## config.mk

```make
export PLATFORM = sky130hd
export DESIGN_NAME = mux_8to1_rr_arbiter_flat
export DESIGN_NICKNAME = d
export VERILOG_FILES = /design/src/rtl/mux_8to1_rr_arbiter_if.sv /design/src/rtl/mux_8to1_rr_arbiter.sv /design/src/flat_wrapper.sv
export SDC_FILE = /design/constraint.sdc
export NUM_CORES = 1
export LEC_CHECK = 0
export ABC_AREA = 1
export BUFFER_PORTS_ARGS = -buffer_cell sky130_fd_sc_hd__buf_2
export CORE_MARGIN = 4
export CORE_UTILIZATION = 64
export DETAILED_ROUTE_END_ITERATION = 10
export GPL_TIMING_DRIVEN = 0
export MAX_ROUTING_LAYER = met4
export PLACE_DENSITY = 0.86
export SLEW_MARGIN = 10
export SYNTH_ARGS = -nofsm -noshare
export SYNTH_HDL_FRONTEND = slang
export SYNTH_SLANG_ARGS = --single-unit
```

## constraint.sdc

```tcl
create_clock -name clk -period 7.1 [get_ports clk]
set_input_delay 1.42 -clock clk [delete_from_list [all_inputs] [get_ports clk]]
set_output_delay 1.42 -clock clk [all_outputs]
set_load 0.05 [all_outputs]
```

## src/rtl/mux_8to1_rr_arbiter_if.sv

```systemverilog
// Bundles the requester side of the 8:1 arbitrated one-bit mux.
// Latency: none here; pure signal grouping.
// Backpressure: none; requesters observe gnt/valid to know when they own the mux.
//
// Ports (slave = arbiter view):
//   req   in  8  per-requester request, index 0..7
//   D     in  8  per-requester data bit
//   S     out 3  registered select of current grantee
//   gnt   out 8  registered one-hot grant, 0 when idle
//   valid out 1  registered, 1 while a grant is active
//   Y     out 1  combinational routed data bit
interface mux_8to1_rr_arbiter_if;
    logic [7:0] req;
    logic [7:0] D;
    logic [2:0] S;
    logic [7:0] gnt;
    logic       valid;
    logic       Y;

    modport slave (
        input  req,
        input  D,
        output S,
        output gnt,
        output valid,
        output Y
    );

    modport master (
        output req,
        output D,
        input  S,
        input  gnt,
        input  valid,
        input  Y
    );
endinterface

```

## src/rtl/mux_8to1_rr_arbiter.sv

```systemverilog
// Round-robin arbiter driving the select of a shared 8:1 one-bit mux; Y = D[S] while granted.
// Latency: req -> gnt/S/valid 1 clk (registered); D -> Y combinational within the cycle.
// Backpressure: a grantee keeps the mux while requesting, for at most MAX_HOLD cycles if others wait.
//
// Ports:
//   clk  in  single clock, all state updates on posedge
//   rst  in  asynchronous active-high reset
//   bus  slave modport of mux_8to1_rr_arbiter_if (req, D in; S, gnt, valid, Y out)
// MAX_HOLD must lie in 1..2**CNT_W-1.
module mux_8to1_rr_arbiter #(
    parameter int MAX_HOLD = 4,
    parameter int CNT_W    = 4
) (
    input  logic                         clk,
    input  logic                         rst,
    mux_8to1_rr_arbiter_if.slave         bus
);

    typedef enum logic {
        IDLE  = 1'b0,
        GRANT = 1'b1
    } state_t;

    state_t             state, state_n;
    logic [2:0]         s_q, s_n;
    logic [7:0]         gnt_q, gnt_n;
    logic               valid_q, valid_n;
    logic [CNT_W-1:0]   hold_cnt, hold_n;
    logic [2:0]         last_ptr, last_n;

    logic [3:0]         pick_idle;   // {found, index}
    logic [3:0]         pick_other;  // {found, index}
    logic               hold_expired;

    // Scan base+1, base+2, ... modulo 8 and return the first active request.
    // The base itself is only considered (as the final candidate) when incl_base is set,
    // which lets the same scan serve both the idle search and the "someone else" search.
    function automatic logic [3:0] rr_pick(input logic [7:0] r,
                                           input logic [2:0] base,
                                           input logic       incl_base);
        logic       found;
        logic [2:0] win;
        logic [2:0] idx;
        found = 1'b0;
        win   = 3'd0;
        for (int k = 1; k <= 8; k++) begin
            idx = base + 3'(k);
            if (!found && r[idx] && (k < 8 || incl_base)) begin
                found = 1'b1;
                win   = idx;
            end
        end
        return {found, win};
    endfunction

    assign pick_idle    = rr_pick(bus.req, last_ptr, 1'b1);
    assign pick_other   = rr_pick(bus.req, s_q, 1'b0);
    assign hold_expired = (hold_cnt == CNT_W'(MAX_HOLD));

    always_ff @(posedge clk or posedge rst) begin
        if (rst) begin
            state    <= IDLE;
            s_q      <= 3'd0;
            gnt_q    <= 8'd0;
            valid_q  <= 1'b0;
            hold_cnt <= '0;
            last_ptr <= 3'd7;
        end else begin
            state    <= state_n;
            s_q      <= s_n;
            gnt_q    <= gnt_n;
            valid_q  <= valid_n;
            hold_cnt <= hold_n;
            last_ptr <= last_n;
        end
    end

    always_comb begin
        state_n = state;
        s_n     = s_q;
        gnt_n   = gnt_q;
        valid_n = valid_q;
        hold_n  = hold_cnt;
        last_n  = last_ptr;

        unique case (state)
            IDLE: begin
                if (pick_idle[3]) begin
                    state_n = GRANT;
                    s_n     = pick_idle[2:0];
                    gnt_n   = 8'b1 << pick_idle[2:0];
                    valid_n = 1'b1;
                    hold_n  = CNT_W'(1);
                    last_n  = pick_idle[2:0];
                end
            end

            GRANT: begin
                if (!bus.req[s_q]) begin
                    if (pick_other[3]) begin
                        // Hand straight over to the next requester without an idle cycle.
                        s_n    = pick_other[2:0];
                        gnt_n  = 8'b1 << pick_other[2:0];
                        hold_n = CNT_W'(1);
                        last_n = pick_other[2:0];
                    end else begin
                        // S keeps its last value so the mux select does not glitch.
                        state_n = IDLE;
                        gnt_n   = 8'd0;
                        valid_n = 1'b0;
                        hold_n  = '0;
                    end
                end else if (hold_expired) begin
                    if (pick_other[3]) begin
                        s_n    = pick_other[2:0];
                        gnt_n  = 8'b1 << pick_other[2:0];
                        hold_n = CNT_W'(1);
                        last_n = pick_other[2:0];
                    end else begin
                        // Nobody waiting: renew the same grant for another hold window.
                        hold_n = CNT_W'(1);
                    end
                end else begin
                    hold_n = hold_cnt + CNT_W'(1);
                end
            end

            default: begin
                state_n = IDLE;
            end
        endcase
    end

    assign bus.S     = s_q;
    assign bus.gnt   = gnt_q;
    assign bus.valid = valid_q;
    assign bus.Y     = valid_q ? bus.D[s_q] : 1'b0;

endmodule

```

## src/flat_wrapper.sv

```systemverilog
// flat-port wrapper written by rule: the top's interface ports become plain ports
module mux_8to1_rr_arbiter_flat 
#(
    parameter int MAX_HOLD = 4,
    parameter int CNT_W    = 4
)
  (clk, rst, bus_req, bus_D, bus_S, bus_gnt, bus_valid, bus_Y);
  mux_8to1_rr_arbiter_if bus_i ();
  input  logic clk;
  input  logic rst;
  input wire logic [$bits(bus_i.req)-1:0] bus_req;
  input wire logic [$bits(bus_i.D)-1:0] bus_D;
  output wire logic [$bits(bus_i.S)-1:0] bus_S;
  output wire logic [$bits(bus_i.gnt)-1:0] bus_gnt;
  output wire logic [$bits(bus_i.valid)-1:0] bus_valid;
  output wire logic [$bits(bus_i.Y)-1:0] bus_Y;
  assign bus_i.req = bus_req;
  assign bus_i.D = bus_D;
  assign bus_S = bus_i.S;
  assign bus_gnt = bus_i.gnt;
  assign bus_valid = bus_i.valid;
  assign bus_Y = bus_i.Y;
  mux_8to1_rr_arbiter #(.MAX_HOLD(MAX_HOLD), .CNT_W(CNT_W)) u_core (.clk(clk), .rst(rst), .bus(bus_i));
endmodule
```

Word-level counts from Yosys, hierarchy flattened
Cells that the tools add are included.
W data, S select, Z words.
- equality and inequality tests: 6
- bitwise gates (word level): 1
- multipliers: 0
- div/mod/pow operators: 0
- reduce and logical (&&, ||, !) cells: 29
- multiplexer cells: 93
- order comparisons: 16
- shift-type cells: 2
- add/sub/neg operators: 15
- operators by type and width (kind ; number):
    $mux W3 ; 22
    $lt A3 B4 Y1 const B ; 16
    $bmux W1 S3 ; 17
    $mux W1 ; 40
    $mux W8 ; 5
    $add A3 B3 Y3 const B ; 8
    $pmux W8 S2 ; 1
    $shl A1 B3 Y8 const A ; 2
    $logic_and A1 B1 Y1 ; 13
    $logic_not A1 Y1 ; 13
    $add A3 B2 Y3 const B ; 4
    $mux W4 ; 3
    $pmux W3 S2 ; 2
    $pmux W4 S2 ; 1
    $add A3 B1 Y3 const B ; 2
    $ne A3 B3 Y1 const B ; 2
    $reduce_and A3 Y1 ; 2
    $add A4 B1 Y4 const B ; 1
    $eq A4 B3 Y1 const B ; 1
    $ne A2 B2 Y1 const B ; 2
    $pmux W1 S2 ; 2
    $ne A2 B1 Y1 const B ; 1
    $reduce_and A2 Y1 ; 1
    $not A1 Y1 ; 1
- logic and storage cells: 168
- RAM bits: 0
- register bits after elaboration: 20
- latch bits: 0
- memories: 0
- output and inout port bits: 13
- bits in read-only memories: 0
- input bits: 18

Logic depth before layout (Yosys ltp)
- word-level depth: 28
- depth in mapped cells: 20

Worst setup path before layout
OpenSTA, ideal clock, no wires.
- kind: input -> output
- start: input bus_D[6]
- end: output bus_Y
- arrival time: 2529 ps
- stages on the path: 4
- buffers on the path: 0
- slack: 3151 ps
- data required time: 5680 ps
- path through: o21ai_0 o22ai_1 o21ai_0 a31oi_1
- cells in the longest elaborated chain, start to end: 3
- ends and longest elaborated chain (element ; RTL line ; source):
    start, declared ; flat_wrapper.sv:12 ; input wire logic [$bits(bus_i.D)-1:0] bus_D;
    $bmux W1 S3 ; mux_8to1_rr_arbiter.sv:137 ; assign bus.Y = valid_q ? bus.D[s_q] : 1'b0;
    $mux W1 (implied by the code) ; mux_8to1_rr_arbiter.sv:137 ;
    $mux W1 ; mux_8to1_rr_arbiter.sv:137 ;
    end, declared ; flat_wrapper.sv:16 ; output wire logic [$bits(bus_i.Y)-1:0] bus_Y;
No other way between the ends. The select of a mux whose other input is x is not followed.

Worst setup path in the final report
Ends and elaborated chain as after synthesis.

==> results.txt <==
----------------------------------------------------
[Critical path]
  Worst setup startpoint ... bus_D[6]
  Type of element capturing the critical path ... output pin
  Required time reported for the critical path endpoint ... around 5.7 ns
  Reg-to-reg endpoint ... u_core.bus.gnt[0]$_DFFE_PP0P_
  Last element of the critical path ... bus_Y
  Arrival time at the worst endpoint ... 2.22 ns
  R2r startpoint ... u_core.last_ptr[1]$_DFFE_PP1P_
  Highest fanout seen on the critical path ... 1
  Kind of start point of the critical path ... input pin
  Kind of critical path ... in -> out
  R2R depth ... 17
  Setup slack, reg-to-reg ... ~3.7 ns

[Clocking]
  Clock network latency to the later pin of the worst-skew pair ... between 0.2 and 0.3 ns
  Clock buffers created by TritonCTS ... 3
  Clock transition at the registers of the reported paths ... 0.08 ns
  Number of hold-repair buffers added at the cts stage ... 0
  Cell at the root of the clock tree ... sky130_fd_sc_hd__clkbuf_8
  Total of cells resized after clock tree synthesis ... 0
  CTS H-Tree Depth ... 1
  Clock sink count ... 20
  TritonCTS clock tree ... yes
  Max Buffers Root-to-Sink ... 2
  Number of buffers inserted by post-CTS setup repair ... 0

[STA]
  Transition time at the pin with the least slew margin ... approximately 0.75 ns
  Final setup violation count ... 0
  Max frequency ... 274.8 MHz
  Final Cycle Share ... around half
  Worst slew slack as a fraction of its limit ... roughly 50%
  Shortest period the worst path allows ... ~3.6 ns
  Sum of negative setup slack ... 0 ns
  RSZ-0062 raised after global routing ... no
  Least setup slack across all paths after layout ... roughly 3.5 ns
  Final Hold Fails ... 0
  Setup Skew ... 0.004445 ns
  Max-slew violation count ... 0

[Synthesis]
  Number of register bits inferred by synthesis ... 20
  Count of cell types in the netlist ... 39
  Cell types occupying the most area after synthesis ... sky130_fd_sc_hd__nand2_1, sky130_fd_sc_hd__dfrtp_1, sky130_fd_sc_hd__nand3_1, sky130_fd_sc_hd__nor2_1, sky130_fd_sc_hd__inv_1
  Count of synthesis-stage warnings from yosys ... 0
  Largest area contributor in the synthesized netlist ... sky130_fd_sc_hd__nand2_1
  Gate count after technology mapping ... 439
  Most used flip-flop cell after synthesis ... sky130_fd_sc_hd__dfrtp_1
  Post-synth net total ... about 460
  Async set-or-reset flop fraction in the synthesized netlist ... 100.0%
  Synth Area per Inst ... between 5 and 6 um^2
  Portion of synthesized cell area occupied by the leading cell type ... approximately 16%
  Post-synth EDFFs ... 0
  Fraction of the yosys area taken by sequential cells ... between 10% and 20%
  Leading cell type by number of instances after synthesis ... sky130_fd_sc_hd__nand2_1
  Post-synth design cell area ... 2633 um^2
  Synth cell count leaders ... sky130_fd_sc_hd__nand2_1, sky130_fd_sc_hd__nand3_1, sky130_fd_sc_hd__nor2_1

[Layout]
  N_diodes ... 0
  Area taken by flip-flops and latches ... around 500 um^2
  Synthesis-to-finish area growth ... 10.17%
  Total Nets Final ... ~500
  Number of filler instances in the final layout ... 339
  Share of layout cells above drive strength 1 ... between 10% and 20%
  Area of the multi-input gates ... about 1800 um^2

[Floorplanning]
  Core Region ... between 4000 and 5000 um^2
  Starting density of the core ... between 60 and 70%
  Chip Width ... 72.14 um
  Area enclosed by the die boundary ... 5203 um^2
  Height of the die ... approximately 72 um
  Cell Rows ... 23
  Number of I/O pins ... 31

[Placement]
  DPL Wire Length ... ~5400 um
  Port-buffer cells ... 30
  Pre-CTS setup slack ... 3.474 ns
  Global placement routability congestion ... 0.9624

[Flow run]
  Maximum capacitance violations ... 0

[Global routing]
  Initial antenna violation count ... 0
  Global-route wire length before repair ... roughly 12000 um
  Maximum number of pins on one net before global-route repair ... 21
  Total gr overflow ... 0
  GRT Total Usage ... between 20 and 30%
  Number of global-route vias before repair ... roughly 2.9k

[Detailed routing]
  Routed vias ... 2936
  Iteration-0 DRC count of the detailed router ... approximately 210
  Detailed Route WL ... ~6700 um
  Detail-routed via count per cell ... around 5.6
  Number of remaining DRC errors ... 0
  Post-route ant nets ... 0
  Total iterations of the first detailed-routing run ... 7
  Post-DR wirelength/cell ... 12.89 um

[Hold path]
  Min-Delay Path Class ... reg -> reg
  Hold Crit Depth ... 2

[Status]
  Run status ... finished, final reports clean

----------------------------------------------------
## how the worst min path moves through the flow
stage | from | slack, ns | endpoint
5_1_grt | u_core.hold_cnt[3]$_DFFE_PP0P_ | 0.60 | u_core.hold_cnt[3]$_DFFE_PP0P_
2_1_floorplan | u_core.hold_cnt[3]$_DFFE_PP0P_ | 0.49 | u_core.hold_cnt[3]$_DFFE_PP0P_
3_3_place_gp | u_core.hold_cnt[3]$_DFFE_PP0P_ | 0.52 | u_core.hold_cnt[3]$_DFFE_PP0P_
4_1_cts | u_core.hold_cnt[3]$_DFFE_PP0P_ | 0.55 | u_core.hold_cnt[3]$_DFFE_PP0P_
3_5_place_dp | u_core.hold_cnt[3]$_DFFE_PP0P_ | 0.53 | u_core.hold_cnt[3]$_DFFE_PP0P_
6_report | u_core.hold_cnt[3]$_DFFE_PP0P_ | 0.54 | u_core.hold_cnt[3]$_DFFE_PP0P_
## final cells by class
cell class                      instances  share of cell area, %
Timing Repair Buffer                   30                  5.177
Buffer                                 11                  3.020
Clock buffer                            4                  1.898
Multi-Input combinational cell        357                  63.76
Inverter                               51                  6.601
Tap cell                               50                  2.157
Sequential cell                        20                  17.39
## cells in the final DEF, fill, tap and decap left out, types with 2 or more instances in the layout
cell	n
sky130_fd_sc_hd__nand3_2	9
sky130_fd_sc_hd__a21oi_1	6
sky130_fd_sc_hd__xnor2_1	3
sky130_fd_sc_hd__o22ai_1	4
sky130_fd_sc_hd__buf_2	31
sky130_fd_sc_hd__ha_1	6
sky130_fd_sc_hd__nand4_4	2
sky130_fd_sc_hd__clkinv_1	3
sky130_fd_sc_hd__o21ai_1	3
sky130_fd_sc_hd__inv_2	4
sky130_fd_sc_hd__nand3b_1	2
sky130_fd_sc_hd__o21ai_0	20
sky130_fd_sc_hd__clkbuf_8	4
sky130_fd_sc_hd__dfstp_2	3
sky130_fd_sc_hd__inv_1	44
sky130_fd_sc_hd__nand2_2	8
sky130_fd_sc_hd__buf_6	3
sky130_fd_sc_hd__nor3_1	2
sky130_fd_sc_hd__xor2_1	5
sky130_fd_sc_hd__dfrtp_1	17
sky130_fd_sc_hd__nor2_1	55
sky130_fd_sc_hd__or2_2	6
sky130_fd_sc_hd__buf_4	6
sky130_fd_sc_hd__nand4_1	13
sky130_fd_sc_hd__nand3_1	80
sky130_fd_sc_hd__nor2_2	4
sky130_fd_sc_hd__nor2_8	2
sky130_fd_sc_hd__a31oi_1	2
sky130_fd_sc_hd__nand2_1	115
## flip-flops by register name, indices dropped and copies added (netlist names)
name	cells
u_core.bus.valid	1
u_core.bus.S	3
u_core.state	1
u_core.hold_cnt	4
u_core.last_ptr	3
u_core.bus.gnt	8
## per-layer routing
layer	share of wire (%)	track usage, %	vias to the layer above
met5	0	-	-
met3	5.1	3.463	16
met2	48	48.13	100
li1	-	-	1517
met4	2.1	8.977	0
met1	44	36.94	1303
## logic make-up after synthesis
group | count (synthesis) | share of synthesized area [%]
adders and majority gates | 6 | 2.852
DFF | 20 | 19.15
xor gates and xnor gates | 8 | 2.662
and+or+nand+nor | 302 | 55.47
buffers and inverters | 62 | 10.60
AOI/OAI and AO/OA | 41 | 9.268
## worst max-delay path: stages
cell	delay, ns
sky130_fd_sc_hd__buf_2	0.07
sky130_fd_sc_hd__o21ai_0	0.07
sky130_fd_sc_hd__o22ai_1	0.16
sky130_fd_sc_hd__o21ai_0	0.09
sky130_fd_sc_hd__a31oi_1	0.13
sky130_fd_sc_hd__buf_2	0.28
## metrics by stage
step | cells | util [%] | hold slack [ns] | instance area (um^2)
5_1_grt | 523 | 72.51 | 0.6018 | 2900
4_1_cts | 523 | 72.51 | 0.5500 | 2900
6_report | 523 | 72.51 | 0.5408 | 2900
2_1_floorplan | 439 | - | 0.4895 | 2633
3_5_place_dp | 519 | 71.13 | 0.5319 | 2845
3_3_place_gp | 519 | 71.13 | 0.5181 | 2845
Power is left out: the tool's default activity adds up to more than one toggle a clock period on the data nets, which glitch-free logic cannot reach.
